==> src/rtl/ps2_digit_tx.sv <==
// Device-side PS/2 transmitter: turns a decimal digit into its Set-2 scancode and
// clocks it out as an 11-bit frame (optionally make, F0, make).
module ps2_digit_tx #(
    parameter int HALF_CLKS  = 5,
    parameter int GAP_CLKS   = 20,
    parameter int SEND_BREAK = 0
) (
    input  logic       clk_i,
    input  logic       rst_i,
    input  logic [3:0] digit_i,
    input  logic       send_i,
    output logic       busy_o,
    output logic       done_o,
    output logic       err_o,
    output logic       ps2_clk_o,
    output logic       ps2_data_o
);

    localparam int CNT_MAX = (HALF_CLKS > GAP_CLKS) ? HALF_CLKS : GAP_CLKS;
    localparam int CNT_W   = (CNT_MAX > 2) ? $clog2(CNT_MAX) : 1;
    localparam logic [CNT_W-1:0] HALF_LAST  = CNT_W'(HALF_CLKS - 1);
    localparam logic [CNT_W-1:0] GAP_LAST   = CNT_W'(GAP_CLKS - 1);
    localparam logic [1:0]       LAST_FRAME = (SEND_BREAK != 0) ? 2'd2 : 2'd0;
    localparam logic [3:0]       LAST_BIT   = 4'd10;

    typedef enum logic [1:0] {S_IDLE, S_HIGH, S_LOW, S_GAP} state_t;

    state_t           state, state_n;
    logic [CNT_W-1:0] cnt, cnt_n;
    logic [3:0]       bit_idx, bit_n;
    logic [1:0]       frame_idx, frame_n;
    logic [7:0]       code, code_n;
    logic             busy_n, done_n, err_n, clk_n, data_n;
    logic [7:0]       cur_byte;

    function automatic logic [7:0] scancode(input logic [3:0] d);
        case (d)
            4'd0:    scancode = 8'h45;
            4'd1:    scancode = 8'h16;
            4'd2:    scancode = 8'h1E;
            4'd3:    scancode = 8'h26;
            4'd4:    scancode = 8'h25;
            4'd5:    scancode = 8'h2E;
            4'd6:    scancode = 8'h36;
            4'd7:    scancode = 8'h3D;
            4'd8:    scancode = 8'h3E;
            default: scancode = 8'h46;
        endcase
    endfunction

    // Bit 0 is the start bit, bits 1..8 the byte LSB first, bit 9 odd parity, bit 10 stop.
    function automatic logic frame_bit(input logic [7:0] b, input logic [3:0] idx);
        logic [10:0] f;
        f = {1'b1, ~^b, b, 1'b0};
        frame_bit = (idx <= LAST_BIT) ? f[idx] : 1'b1;
    endfunction

    // The middle frame of a make/break sequence is the F0 prefix.
    assign cur_byte = (frame_idx == 2'd1) ? 8'hF0 : code;

    always_comb begin
        state_n = state;
        cnt_n   = cnt;
        bit_n   = bit_idx;
        frame_n = frame_idx;
        code_n  = code;
        busy_n  = busy_o;
        done_n  = 1'b0;
        err_n   = 1'b0;
        clk_n   = ps2_clk_o;
        data_n  = ps2_data_o;
        case (state)
            S_IDLE: begin
                clk_n  = 1'b1;
                data_n = 1'b1;
                if (send_i) begin
                    if (digit_i <= 4'd9) begin
                        code_n  = scancode(digit_i);
                        state_n = S_HIGH;
                        cnt_n   = '0;
                        bit_n   = '0;
                        frame_n = '0;
                        busy_n  = 1'b1;
                        data_n  = 1'b0;
                    end else begin
                        err_n = 1'b1;
                    end
                end
            end
            S_HIGH: begin
                if (cnt == HALF_LAST) begin
                    state_n = S_LOW;
                    cnt_n   = '0;
                    clk_n   = 1'b0;
                end else begin
                    cnt_n = cnt + CNT_W'(1);
                end
            end
            S_LOW: begin
                if (cnt == HALF_LAST) begin
                    cnt_n = '0;
                    clk_n = 1'b1;
                    if (bit_idx < LAST_BIT) begin
                        bit_n   = bit_idx + 4'd1;
                        state_n = S_HIGH;
                        data_n  = frame_bit(cur_byte, bit_idx + 4'd1);
                    end else if (frame_idx != LAST_FRAME) begin
                        frame_n = frame_idx + 2'd1;
                        state_n = S_GAP;
                        data_n  = 1'b1;
                    end else begin
                        state_n = S_IDLE;
                        data_n  = 1'b1;
                        done_n  = 1'b1;
                        busy_n  = 1'b0;
                    end
                end else begin
                    cnt_n = cnt + CNT_W'(1);
                end
            end
            S_GAP: begin
                clk_n  = 1'b1;
                data_n = 1'b1;
                if (cnt == GAP_LAST) begin
                    cnt_n   = '0;
                    bit_n   = '0;
                    state_n = S_HIGH;
                    data_n  = 1'b0;
                end else begin
                    cnt_n = cnt + CNT_W'(1);
                end
            end
            default: state_n = S_IDLE;
        endcase
    end

    always_ff @(posedge clk_i) begin
        if (rst_i) begin
            state      <= S_IDLE;
            cnt        <= '0;
            bit_idx    <= '0;
            frame_idx  <= '0;
            busy_o     <= 1'b0;
            done_o     <= 1'b0;
            err_o      <= 1'b0;
            ps2_clk_o  <= 1'b1;
            ps2_data_o <= 1'b1;
        end else begin
            state      <= state_n;
            cnt        <= cnt_n;
            bit_idx    <= bit_n;
            frame_idx  <= frame_n;
            busy_o     <= busy_n;
            done_o     <= done_n;
            err_o      <= err_n;
            ps2_clk_o  <= clk_n;
            ps2_data_o <= data_n;
        end
    end

    // The latched scancode is only read while busy, so it needs no reset.
    always_ff @(posedge clk_i) begin
        code <= code_n;
    end

endmodule
==> config.mk <==
export PLATFORM = sky130hd
export DESIGN_NAME = ps2_digit_tx
export DESIGN_NICKNAME = d
export VERILOG_FILES = /design/src/rtl/ps2_digit_tx.sv
export SDC_FILE = /design/constraint.sdc
export NUM_CORES = 1
export LEC_CHECK = 0
export ABC_AREA = 1
export ABC_CLOCK_PERIOD_IN_PS = 1600
export BUFFER_PORTS_ARGS = -buffer_cell sky130_fd_sc_hd__buf_2
export CORE_MARGIN = 3
export CORE_UTILIZATION = 30
export CTS_CLUSTER_SIZE = 14
export DETAILED_ROUTE_END_ITERATION = 8
export SLEW_MARGIN = 5
export SYNTH_ARGS = -nofsm -noshare
export SYNTH_HDL_FRONTEND = slang
export SYNTH_SLANG_ARGS = --single-unit
==> constraint.sdc <==
create_clock -name clk_i -period 1.6 [get_ports clk_i]
set_input_delay 0.08 -clock clk_i [delete_from_list [all_inputs] [get_ports clk_i]]
set_output_delay 0.08 -clock clk_i [all_outputs]
set_load 0.02 [all_outputs]
==> impl_metrics.xml, run 1 <==
<?xml version="1.0" encoding="UTF-8"?>
<metrics>
  <group name="sta">
    <metric name="setup-violations-final" unit="">0</metric>
    <metric name="max_clock_freq" unit="MHz">671.4</metric>
    <metric name="relSlewSlack" unit="%">78.86</metric>
    <metric name="layout_min_cycle_time" unit="ns">1.489</metric>
    <metric name="worst-slew-pin-transition" unit="ns">0.3171</metric>
    <metric name="final.period_utilization" unit="%">93.09</metric>
    <metric name="unrepaired_setup_endpoints_after_global_routing" unit="">false</metric>
    <metric name="final.setup_skew" unit="ns">0.002826</metric>
    <metric name="final-max-slew-violation-count" unit="">0</metric>
    <metric name="timing.final.hold_violations" unit="">0</metric>
    <metric name="finalWorstSetupSlack" unit="ns">0.1106</metric>
    <metric name="setup_tns_final" unit="ns">0</metric>
  </group>
  <group name="floorplan">
    <metric name="start_util" unit="%">32.00</metric>
    <metric name="io-pin-count" unit="">12</metric>
    <metric name="die-width" unit="um">81.20</metric>
    <metric name="die_y" unit="um">81.20</metric>
    <metric name="coreArea" unit="sq um">5303</metric>
    <metric name="fp-row-count" unit="">26</metric>
    <metric name="die_area" unit="sq um">6593</metric>
  </group>
  <group name="min_path">
    <metric name="hold_path_class" unit="">in -&gt; reg</metric>
  </group>
  <group name="clocking">
    <metric name="tritoncts.num_buffers" unit="">3</metric>
    <metric name="ctsLongestPathBuffers" unit="">2</metric>
    <metric name="htree_num_levels" unit="">1</metric>
    <metric name="clk_transition_reported_paths" unit="ns">0.08</metric>
    <metric name="buffer_count_from_post_cts_setup_fixing" unit="">0</metric>
    <metric name="clkLatencyLatePin" unit="ns">0.26</metric>
    <metric name="clk_root_buffer_cell" unit="">clkbuf_8</metric>
    <metric name="cts_tree" unit="">done</metric>
    <metric name="clock-sinks" unit="">24</metric>
  </group>
  <group name="finish">
    <metric name="layout.filler_cells" unit="">548</metric>
    <metric name="num_antenna_cells" unit="">0</metric>
    <metric name="share_of_layout_cells_above_drive_strength_1" unit="%">25.20</metric>
    <metric name="area.growth.synth_to_final" unit="%">17.40</metric>
    <metric name="final_nets" unit="">277</metric>
    <metric name="finish.utilization" unit="%">37.56</metric>
  </group>
  <group name="place">
    <metric name="place_ws" unit="ns">0.01818</metric>
    <metric name="gpl.final_weighted_congestion" unit="">0.7937</metric>
    <metric name="place.port_buffers" unit="">11</metric>
    <metric name="dpl.hpwl" unit="um">2615</metric>
  </group>
  <group name="global_routing">
    <metric name="grt_pass1_wl" unit="um">5740</metric>
    <metric name="grt_start_max_net_pins" unit="">14</metric>
    <metric name="grt_pass1_vias" unit="">1349</metric>
    <metric name="antenna_found_initial" unit="">0</metric>
    <metric name="global_route.overflow_total" unit="">0</metric>
    <metric name="grt_use_total" unit="%">10.78</metric>
  </group>
  <group name="power_and_ir_drop">
    <metric name="cellLeakagePower" unit="uW">0.0008885</metric>
    <metric name="power-per-cell-area" unit="nW/um^2">1452</metric>
    <metric name="power.ir.vdd_worst" unit="mV">0.8480</metric>
  </group>
  <group name="worst_setup_path">
    <metric name="setup.worst_path.end_class" unit="">flip-flop</metric>
    <metric name="timing.setup.critical_path_class" unit="">reg -&gt; reg</metric>
    <metric name="crit_fanout" unit="">8</metric>
    <metric name="regToRegSetupSlack" unit="ns">0.11</metric>
    <metric name="timing.critical_path.cells" unit="">nor2_1 -&gt; nand3_4 -&gt; nand2_1 -&gt; nand2_1 -&gt; inv_2 -&gt; nand4_4 -&gt; a21oi_1 -&gt; nor2_1</metric>
    <metric name="worstPathBufferInverterCount" unit="">1</metric>
    <metric name="critical_path.max_stage_delay" unit="ns">0.36</metric>
    <metric name="cp.required" unit="ns">1.75</metric>
    <metric name="critical_path.top_delay_family" unit="">simple AND/OR/NAND/NOR gates</metric>
    <metric name="critical_path.startpoint_type" unit="">flip-flop</metric>
    <metric name="critical_path.slowest_cell" unit="">dfxtp_1</metric>
    <metric name="arrival" unit="ns">1.64</metric>
  </group>
  <group name="detailed_routing">
    <metric name="detail_route.vias_per_cell" unit="">4.509</metric>
    <metric name="wl_met2" unit="um">1565</metric>
    <metric name="wl_met1" unit="um">1627</metric>
    <metric name="route.detailed.drc" unit="">0</metric>
    <metric name="highest-signal-layer" unit="">met4</metric>
    <metric name="met3_length" unit="um">78</metric>
    <metric name="drt_iter0_drc" unit="">73</metric>
    <metric name="route.detailed.wl_per_inst" unit="um">10.17</metric>
    <metric name="vias" unit="">1461</metric>
    <metric name="drtPass1Iterations" unit="">4</metric>
    <metric name="drt.antenna.violating_nets" unit="">0</metric>
    <metric name="routed_wirelength" unit="um">3296</metric>
  </group>
  <group name="synthesis">
    <metric name="synth_area" unit="sq um">1697</metric>
    <metric name="synthCells" unit="">232</metric>
    <metric name="synth-seq-area-share" unit="%">31.86</metric>
    <metric name="postSynthNetCount" unit="">254</metric>
    <metric name="yosysTopAreaCell" unit="">dfxtp_1</metric>
    <metric name="avgSynthCellArea" unit="sq um">7.313</metric>
    <metric name="synth_warnings" unit="">0</metric>
    <metric name="synth_enable_flop_cells" unit="">6</metric>
    <metric name="post-synth-top-count-cell" unit="">nand2_1</metric>
    <metric name="ys_top_cells_by_area" unit="">dfxtp_1 21%, nand2_1 12%, ha_1 11%</metric>
    <metric name="async_reset_ff_share" unit="%">0</metric>
    <metric name="synth_seq_cells" unit="">24</metric>
    <metric name="yosys.cell_types.count" unit="">31</metric>
    <metric name="netlist.area_leader.share" unit="%">21.24</metric>
    <metric name="synth_flop_cell" unit="">dfxtp_1</metric>
    <metric name="synth.top_cells.by_count" unit="">56 x nand2_1, 29 x inv_1, 24 x nor2_1</metric>
  </group>
  <group name="run_status">
    <metric name="outcome" unit="">completed</metric>
  </group>
  <group name="job">
    <metric name="max_cap_viols" unit="">0</metric>
  </group>
</metrics>
==> cell type report <==
type / count / area (sq um) / area share (%)
flip-flops and latches: 24 / 545.5 / 27.39
clock buffers: 4 / 45.04 / 2.261
repair buffers: 20 / 122.6 / 6.156
multi-input cells: 172 / 1060 / 53.20
inverters: 34 / 131.4 / 6.595
well taps: 70 / 87.58 / 4.397
==> cell families (layout without fill, tap and decap cells) <==
logic type      after synthesis  after routing  share of synthesized area [%]
fa+ha+maj                    15             15                          11.06
simple gates                112            112                          30.75
buf+inv                      36             58                          8.775
flops                        24             24                          31.86
xor+xnor                      4              4                          2.065
compound gates               41             41                          15.49
==> worst paths after layout <==
path	start	endpoint	cells after the start
setup reg to reg	cnt[4]	bit_idx[2]	8
setup / recovery	cnt[4]	bit_idx[2]	8
hold / removal	send_i	err_o	3
hold reg to reg	cnt[0]	cnt[0]	1
==> repair_timing <==
action | in CTS | in global routing
hold buffers | 0 | 0
endpoints found under the setup margin | 0 | 8
gates resized for setup | 0 | 18
==> report_power, final <==
part | leakage, uW | internal [uW] | switching, uW
Clock | 0.0000228 | 178 | 181
Sequential | 0.000204 | 759 | 94.0
Combinational | 0.000662 | 668 | 1010
==> worst min-delay path, cell delays in order <==
cell and delay, ns:
buf_2 0.12, nand3_1 0.08, nor2_1 0.04
==> sequential cells by signal, summed over array words and instances, names as in the netlist <==
register	cells
done_o	1
cnt	5
busy_o	1
bit_idx	4
state	2
frame_idx	2
ps2_data_o	1
err_o	1
ps2_clk_o	1
code	6
==> metal layers <==
metal  up-vias  GRT usage (%)
li1        796              -
met2        12          18.23
met5         -              0
met3         2          1.552
met1       651          14.03
met4         0          3.547
==> cells in the final DEF, fill, tap and decap left out <==
cell and n:
a211oi_2 2, a21boi_0 1, a21oi_1 16, a21oi_2 5
a21oi_4 1, a311oi_1 1, buf_2 11, buf_4 9
clkbuf_1 1, clkbuf_8 3, clkinv_2 1, dfxtp_1 14
dfxtp_2 4, edfxtp_1 6, ha_1 12, ha_2 1
ha_4 2, inv_1 26, inv_2 6, inv_4 1
nand2_1 55, nand2_2 5, nand2_4 3, nand3_1 13
nand3_2 2, nand3_4 1, nand3b_1 3, nand4_1 1
nand4_4 1, nor2_1 23, nor2_2 3, nor3_1 2
o211ai_1 1, o21ai_0 7, o21ai_1 4, o21ai_2 3
xor2_1 4
==> metrics by stage <==
stage	area, sq um	hold WS [ns]	std cells	power, uW
after floorplan	1697	0.1530	232	2061
after CTS	1934	0.09742	324	2817
after global routing	1992	0.1088	324	3205
final	1992	0.1020	324	2893
after detailed placement	1889	0.3803	320	2450
after global placement	1889	0.3769	320	2447
Power figures use the tool's default switching activity.
==> inputs of run 2 (changes only) <==
--- a/config.mk
+++ b/config.mk
@@ -7,7 +7,7 @@
 export LEC_CHECK = 0
 export ABC_AREA = 1
 export ABC_CLOCK_PERIOD_IN_PS = 1600
-export BUFFER_PORTS_ARGS = -buffer_cell sky130_fd_sc_hd__buf_2
+export BUFFER_PORTS_ARGS = -buffer_cell sky130_fd_sc_hd__clkbuf_2
 export CORE_MARGIN = 3
 export CORE_UTILIZATION = 30
 export CTS_CLUSTER_SIZE = 14
==> run 2 against run 1 <==
Compared with the run above:
- final area is 1.3% higher
- power increased by 2.3%
- worst hold slack got worse by 0.010 ns
- cell count unchanged
- clock skew barely moved
- sequential cell count did not move
- sequential power grew 1%
==> impl_metrics.xml, run 2 (synthesis gave the netlist of run 1 again) <==
<?xml version="1.0" encoding="UTF-8"?>
<metrics>
  <group name="run_status">
    <metric name="outcome" unit="">completed</metric>
  </group>
  <group name="worst_setup_path">
    <metric name="path_common_cell" unit="">nand2_1</metric>
    <metric name="timing.critical_path.from" unit="">cnt[0]</metric>
    <metric name="cp.required" unit="ns">1.75</metric>
    <metric name="crit_fanout" unit="">8</metric>
    <metric name="worstPathBufferInverterCount" unit="">2</metric>
    <metric name="arrival" unit="ns">1.63</metric>
    <metric name="critical_path.top_delay_family" unit="">simple AND/OR/NAND/NOR gates</metric>
    <metric name="setup.worst_path.end_class" unit="">flip-flop</metric>
    <metric name="timing.setup.critical_path_class" unit="">reg -&gt; reg</metric>
    <metric name="timing.critical_path.cells" unit="">inv_1 -&gt; ha_1 -&gt; nand3_4 -&gt; nand2_1 -&gt; nand2_1 -&gt; inv_2 -&gt; nand4_4 -&gt; a21oi_1 -&gt; nor2_1</metric>
    <metric name="critical_path.slowest_cell" unit="">dfxtp_2</metric>
    <metric name="regToRegStartpoint" unit="">cnt[0]</metric>
    <metric name="critical_path.max_stage_delay" unit="ns">0.35</metric>
    <metric name="critical_path.startpoint_type" unit="">flip-flop</metric>
  </group>
  <group name="sta">
    <metric name="layout_min_cycle_time" unit="ns">1.484</metric>
    <metric name="setup-violations-final" unit="">0</metric>
    <metric name="finalWorstSetupSlack" unit="ns">0.1158</metric>
    <metric name="worst-slew-pin-transition" unit="ns">0.3750</metric>
    <metric name="max_clock_freq" unit="MHz">673.8</metric>
    <metric name="timing.final.hold_violations" unit="">0</metric>
    <metric name="unrepaired_setup_endpoints_after_global_routing" unit="">true</metric>
    <metric name="relSlewSlack" unit="%">75.00</metric>
    <metric name="final-max-slew-violation-count" unit="">0</metric>
    <metric name="final.period_utilization" unit="%">92.76</metric>
    <metric name="final.setup_skew" unit="ns">0.002392</metric>
  </group>
  <group name="global_routing">
    <metric name="grt_start_max_net_pins" unit="">14</metric>
    <metric name="grt-busiest-layer" unit="">met2</metric>
    <metric name="global_route.overflow_total" unit="">0</metric>
    <metric name="met3_usage" unit="%">1.330</metric>
    <metric name="grt_pass1_vias" unit="">1295</metric>
    <metric name="grt_util_met2" unit="%">17.65</metric>
    <metric name="groute.layer.met1.usage" unit="%">13.98</metric>
    <metric name="grt_use_total" unit="%">10.55</metric>
    <metric name="grt_pass1_wl" unit="um">5609</metric>
    <metric name="antenna_found_initial" unit="">0</metric>
  </group>
  <group name="place">
    <metric name="dpl.hpwl" unit="um">2617</metric>
    <metric name="place.port_buffers" unit="">11</metric>
    <metric name="place_ws" unit="ns">0.007966</metric>
    <metric name="gpl.final_weighted_congestion" unit="">0.7885</metric>
  </group>
  <group name="floorplan">
    <metric name="fp-row-count" unit="">26</metric>
    <metric name="die_y" unit="um">81.20</metric>
    <metric name="die_area" unit="sq um">6593</metric>
    <metric name="die-width" unit="um">81.20</metric>
    <metric name="coreArea" unit="sq um">5303</metric>
    <metric name="io-pin-count" unit="">12</metric>
    <metric name="start_util" unit="%">32.00</metric>
  </group>
  <group name="clocking">
    <metric name="clk_root_buffer_cell" unit="">clkbuf_8</metric>
    <metric name="tritoncts.num_buffers" unit="">3</metric>
    <metric name="ctsLongestPathBuffers" unit="">2</metric>
    <metric name="clock-sinks" unit="">24</metric>
    <metric name="ctsHoldBuffers" unit="">0</metric>
    <metric name="htree_num_levels" unit="">1</metric>
    <metric name="buffer_count_from_post_cts_setup_fixing" unit="">0</metric>
    <metric name="cts_tree" unit="">done</metric>
    <metric name="clk_transition_reported_paths" unit="ns">0.08</metric>
    <metric name="clkLatencyLatePin" unit="ns">0.26</metric>
  </group>
  <group name="detailed_routing">
    <metric name="drt_iter0_drc" unit="">73</metric>
    <metric name="drtPass1Iterations" unit="">4</metric>
    <metric name="drt.antenna.violating_nets" unit="">0</metric>
    <metric name="routed_wirelength" unit="um">3354</metric>
    <metric name="detail_route.vias_per_cell" unit="">4.506</metric>
    <metric name="route.detailed.wl_per_inst" unit="um">10.35</metric>
    <metric name="vias" unit="">1460</metric>
    <metric name="route.detailed.drc" unit="">0</metric>
  </group>
  <group name="job">
    <metric name="max_cap_viols" unit="">0</metric>
  </group>
  <group name="power_and_ir_drop">
    <metric name="cellLeakagePower" unit="uW">0.0008884</metric>
    <metric name="power.ir.vdd_worst" unit="mV">0.8286</metric>
    <metric name="power-per-cell-area" unit="nW/um^2">1468</metric>
  </group>
  <group name="finish">
    <metric name="layout.filler_cells" unit="">559</metric>
    <metric name="highest_count_cells_in_the_layout_ignoring_fill_and_taps" unit="">56 x nand2_1, 25 x inv_1, 21 x nor2_1, 16 x a21oi_1, 14 x nand3_1</metric>
    <metric name="largest_reg_flops" unit="">6</metric>
    <metric name="mostFrequentLayoutCell" unit="">nand2_1</metric>
    <metric name="largest_register" unit="">code</metric>
    <metric name="largestRegisters" unit="">code x6, cnt x5, bit_idx x4</metric>
    <metric name="share_of_layout_cells_above_drive_strength_1" unit="%">27.95</metric>
    <metric name="num_antenna_cells" unit="">0</metric>
    <metric name="finish.utilization" unit="%">38.04</metric>
    <metric name="final_nets" unit="">277</metric>
    <metric name="area.growth.synth_to_final" unit="%">18.88</metric>
  </group>
  <group name="min_path">
    <metric name="hold_path_class" unit="">in -&gt; reg</metric>
    <metric name="worst_hold_startpoint" unit="">send_i</metric>
  </group>
</metrics>
run 2: cell type report:
cell class | instances | area [sq um] | area share (%)
timing repair buffer | 20 | 122.6 | 6.079
clock buffer | 4 | 55.05 | 2.730
inverter | 34 | 131.4 | 6.514
tap | 70 | 87.58 | 4.342
sequential | 24 | 546.8 | 27.11
multi-input combinational | 172 | 1074 | 53.23
run 2: worst register-to-register path: cells and delay by family (launching register included):
family / cells / cell delay [ns]
buffers and inverters: 2 / 0.15
AND/OR/NAND/NOR: 5 / 0.49
adder cells (fa/ha/maj): 1 / 0.19
flip-flops: 1 / 0.35
AO/OA/AOI/OAI: 1 / 0.19
run 2: worst paths after layout:
check / endpoint / slack [ns] / depth (start not counted)
setup / recovery: bit_idx[2] / 0.12 / 9
hold / removal: err_o / 0.09 / 3
setup reg to reg: bit_idx[2] / 0.12 / 9
hold reg to reg: cnt[0] / 0.47 / 1
run 2: what timing repair did:
action | in CTS | in global routing
resized for setup | 1 | 22
endpoints found under the hold margin | 0 | 0
pin swaps | 0 | 2
setup endpoints to repair | 1 | 7
run 2: where the power goes:
group	total, uW	switching [uW]	internal (uW)	leakage, uW
clock network	403	184	219	0.0000288
logic	1690	1020	672	0.000655
registers	862	101	762	0.000204
run 2: stage by stage:
step	TNS [ns]	instance area [sq um]	total power [uW]	hold slack (ns)	cells
after global placement	0	1889	2449	0.3680	320
final	0	2017	2960	0.09182	324
after CTS	0	1944	2865	0.08509	324
after detailed placement	0	1889	2452	0.3694	320
after floorplan	0	1697	2061	0.1530	232
after global routing	-0.04854	2017	3263	0.1087	324
run 2: routing by layer:
metal / vias to the layer above / share of wire, %
met5: - / 0
met2: 13 / 46
met1: 650 / 52
li1: 793 / -
met4: 0 / 0.92
met3: 4 / 1.2
==> inputs of run 3 (changes only) <==
--- a/config.mk
+++ b/config.mk
@@ -5,13 +5,13 @@
 export SDC_FILE = /design/constraint.sdc
 export NUM_CORES = 1
 export LEC_CHECK = 0
-export ABC_AREA = 1
 export ABC_CLOCK_PERIOD_IN_PS = 1600
 export BUFFER_PORTS_ARGS = -buffer_cell sky130_fd_sc_hd__clkbuf_2
 export CORE_MARGIN = 3
 export CORE_UTILIZATION = 30
 export CTS_CLUSTER_SIZE = 14
 export DETAILED_ROUTE_END_ITERATION = 8
+export SETUP_SLACK_MARGIN = 0.15
 export SLEW_MARGIN = 5
 export SYNTH_ARGS = -nofsm -noshare
 export SYNTH_HDL_FRONTEND = slang
==> run 3 against run 2 <==
Compared with the run above:
- largest cell class unchanged
- setup slack got worse by 0.17 ns
- synthesized cell count fell by 19%
- highest routed layer unchanged
- worst hold slack got worse by 0.027 ns
- global-route usage rose by 1.5 points
- wire length rose by 6.9%
- die area fell by 2.0%
- the flow now finishes with violations (negative setup slack)
- count of clock-buffer cells in the layout fell by 1
- combinational power fell by 54%
==> impl_metrics.xml, run 3 <==
<?xml version="1.0" encoding="UTF-8"?>
<metrics>
  <group name="synthesis">
    <metric name="async_reset_ff_share" unit="%">0</metric>
    <metric name="yosys.cell_types.count" unit="">51</metric>
    <metric name="ys_top_cells_by_area" unit="">dfxtp_1 22%, ha_1 11%, edfxtp_1 11%</metric>
    <metric name="synth_enable_flop_cells" unit="">6</metric>
    <metric name="synthCells" unit="">187</metric>
    <metric name="synth_warnings" unit="">0</metric>
    <metric name="synth_flop_cell" unit="">dfxtp_1</metric>
    <metric name="yosysTopAreaCell" unit="">dfxtp_1</metric>
    <metric name="synth_area" unit="sq um">1659</metric>
    <metric name="postSynthNetCount" unit="">209</metric>
    <metric name="synth-seq-area-share" unit="%">32.58</metric>
    <metric name="synth_seq_cells" unit="">24</metric>
    <metric name="synth.top_cells.by_count" unit="">18 x dfxtp_1, 18 x inv_1, 15 x ha_1, 15 x nor2_1, 12 x a21oi_1</metric>
    <metric name="netlist.area_leader.share" unit="%">21.72</metric>
    <metric name="avgSynthCellArea" unit="sq um">8.872</metric>
  </group>
  <group name="power_and_ir_drop">
    <metric name="power-per-cell-area" unit="nW/um^2">819.0</metric>
    <metric name="power.ir.vdd_worst" unit="mV">0.3260</metric>
    <metric name="cellLeakagePower" unit="uW">0.0008796</metric>
  </group>
  <group name="run_status">
    <metric name="outcome" unit="">finished with violations</metric>
    <metric name="violations" unit="">negative setup slack</metric>
  </group>
  <group name="place">
    <metric name="gpl.final_weighted_congestion" unit="">0.7999</metric>
    <metric name="place.port_buffers" unit="">11</metric>
    <metric name="dpl.hpwl" unit="um">2680</metric>
  </group>
  <group name="finish">
    <metric name="finish.utilization" unit="%">43.29</metric>
    <metric name="largest_register" unit="">code</metric>
    <metric name="final_nets" unit="">251</metric>
    <metric name="largest_reg_flops" unit="">6</metric>
    <metric name="num_antenna_cells" unit="">0</metric>
    <metric name="highest_count_cells_in_the_layout_ignoring_fill_and_taps" unit="">31 x buf_4, 14 x nor2_1, 12 x a21oi_1, 12 x dfxtp_1, 11 x clkbuf_2</metric>
    <metric name="mostFrequentLayoutCell" unit="">buf_4</metric>
    <metric name="largestRegisters" unit="">code x6, cnt x5, bit_idx x4</metric>
    <metric name="area.growth.synth_to_final" unit="%">36.65</metric>
    <metric name="share_of_layout_cells_above_drive_strength_1" unit="%">41.23</metric>
  </group>
  <group name="worst_setup_path">
    <metric name="regToRegSetupSlack" unit="ns">-0.05</metric>
    <metric name="regToRegStartpoint" unit="">cnt[1]</metric>
    <metric name="path_common_cell" unit="">o21ai_2</metric>
    <metric name="critical_path.top_delay_family" unit="">simple AND/OR/NAND/NOR gates</metric>
    <metric name="timing.critical_path.from" unit="">cnt[1]</metric>
    <metric name="worstPathBufferInverterCount" unit="">1</metric>
    <metric name="arrival" unit="ns">1.85</metric>
    <metric name="critical_path.slowest_cell" unit="">or4b_1</metric>
    <metric name="critical_path.max_stage_delay" unit="ns">0.50</metric>
    <metric name="crit_fanout" unit="">5</metric>
    <metric name="setup.worst_path.end_class" unit="">flip-flop</metric>
    <metric name="critical_path.startpoint_type" unit="">flip-flop</metric>
    <metric name="timing.setup.critical_path_class" unit="">reg -&gt; reg</metric>
    <metric name="cp.required" unit="ns">1.80</metric>
    <metric name="timing.critical_path.cells" unit="">inv_2 -&gt; ha_4 -&gt; nand4bb_4 -&gt; o21ai_2 -&gt; o21ai_2 -&gt; or4b_1 -&gt; a31oi_1</metric>
  </group>
  <group name="clocking">
    <metric name="clock-sinks" unit="">24</metric>
    <metric name="clkLatencyLatePin" unit="ns">0.27</metric>
    <metric name="htree_num_levels" unit="">1</metric>
    <metric name="clk_root_buffer_cell" unit="">clkbuf_8</metric>
    <metric name="clk_transition_reported_paths" unit="ns">0.09</metric>
    <metric name="cts_tree" unit="">done</metric>
    <metric name="ctsLongestPathBuffers" unit="">2</metric>
    <metric name="tritoncts.num_buffers" unit="">3</metric>
  </group>
  <group name="job">
    <metric name="max_cap_viols" unit="">0</metric>
  </group>
  <group name="global_routing">
    <metric name="global_route.overflow_total" unit="">0</metric>
    <metric name="grt_pass1_wl" unit="um">6210</metric>
    <metric name="grt_use_total" unit="%">12.03</metric>
    <metric name="grt_pass1_vias" unit="">1413</metric>
    <metric name="grt_start_max_net_pins" unit="">14</metric>
    <metric name="antenna_found_initial" unit="">0</metric>
  </group>
  <group name="sta">
    <metric name="setup-violations-final" unit="">2</metric>
    <metric name="worst-slew-pin-transition" unit="ns">0.4089</metric>
    <metric name="final-max-slew-violation-count" unit="">0</metric>
    <metric name="layout_min_cycle_time" unit="ns">1.649</metric>
    <metric name="final.period_utilization" unit="%">103.1</metric>
    <metric name="timing.final.hold_violations" unit="">0</metric>
    <metric name="max_clock_freq" unit="MHz">606.3</metric>
    <metric name="relSlewSlack" unit="%">72.62</metric>
    <metric name="setup_tns_final" unit="ns">-0.09033</metric>
    <metric name="final.setup_skew" unit="ns">0.004556</metric>
    <metric name="unrepaired_setup_endpoints_after_global_routing" unit="">true</metric>
    <metric name="final.hold.worst_slack" unit="ns">0.06485</metric>
    <metric name="finalWorstSetupSlack" unit="ns">-0.04948</metric>
  </group>
  <group name="floorplan">
    <metric name="die_y" unit="um">80.37</metric>
    <metric name="fp-row-count" unit="">26</metric>
    <metric name="start_util" unit="%">31.68</metric>
    <metric name="io-pin-count" unit="">12</metric>
    <metric name="die_area" unit="sq um">6459</metric>
    <metric name="coreArea" unit="sq um">5238</metric>
    <metric name="die-width" unit="um">80.37</metric>
  </group>
  <group name="detailed_routing">
    <metric name="detail_route.vias_per_cell" unit="">4.839</metric>
    <metric name="drt_iter0_drc" unit="">41</metric>
    <metric name="routed_wirelength" unit="um">3586</metric>
    <metric name="route.detailed.wl_per_inst" unit="um">12.03</metric>
    <metric name="drtPass1Iterations" unit="">4</metric>
    <metric name="vias" unit="">1442</metric>
    <metric name="route.detailed.drc" unit="">0</metric>
    <metric name="drt.antenna.violating_nets" unit="">0</metric>
  </group>
  <group name="min_path">
    <metric name="worst_hold_startpoint" unit="">rst_i</metric>
    <metric name="hold_path_class" unit="">in -&gt; reg</metric>
  </group>
</metrics>
-- run 3: cell count changes after synthesis, sizes merged, moves of 5 or more --
| cell | previous run | this run |
|---|---|---|
| inv | 33 | 18 |
| nand2 | 63 | 9 |
| nand3 | 16 | 5 |
| nand2b | 0 | 7 |
| a21oi | 22 | 13 |
| xnor2 | 0 | 5 |
| nor2 | 26 | 15 |
-- run 3: cells by family (layout without fill, tap and decap cells) --
kind of cell | count (synthesis) | after routing | share of synthesized area, %
and+or+nand+nor | 60 | 60 | 20.89
AOI/OAI and AO/OA | 52 | 52 | 22.02
buffers and inverters | 25 | 66 | 6.108
DFF | 24 | 24 | 32.58
adders and majority gates | 15 | 15 | 11.31
xor gates and xnor gates | 6 | 6 | 3.997
muxes | 5 | 5 | 3.092
-- run 3: worst paths after layout --
check,end,cells after the start
max,frame_idx[0],7
min,bit_idx[1],2
max reg2reg,frame_idx[0],7
min reg2reg,busy_o,2
-- run 3: cell type report --
class                   instances  area (sq um)
clock buffers                   3         41.29
clock inverters                 1         3.754
fillers                       524          2970
inverters                      18         72.57
multi-input cells             138          1199
flip-flops and latches         24         553.0
well taps                      70         87.58
repair buffers                 44         310.3
-- run 3: timing repair --
action	in CTS	in global routing
setup endpoints to repair	22	16
pin swaps	17	8
gates resized for setup	28	9
cloned	0	0
setup buffers	2	2
hold buffers	0	0
-- run 3: per-layer routing --
metal / GRT usage (%) / wire [um] / up-vias
met4: 4.054 / 54 / 0
li1: - / - / 755
met5: 0 / 0 / -
met1: 15.72 / 1714 / 673
met2: 20.36 / 1762 / 9
met3: 1.457 / 55 / 5
-- run 3: through the flow --
step	worst slack [ns]	cell area, sq um	std cells	power [uW]
3_3_place_gp	-0.01053	2044	290	1362
2_1_floorplan	0.005906	1732	187	1171
3_5_place_dp	-0.03402	2044	290	1366
6_report	-0.04948	2267	298	1857
5_1_grt	-0.1500	2267	298	1977
4_1_cts	-0.04981	2220	296	1830
-- run 3: power by group --
part           total, uW  switching [uW]  internal (uW)
clock network        371             199            172
registers            716            40.0            676
logic                770             367            403
total               1860             606           1250
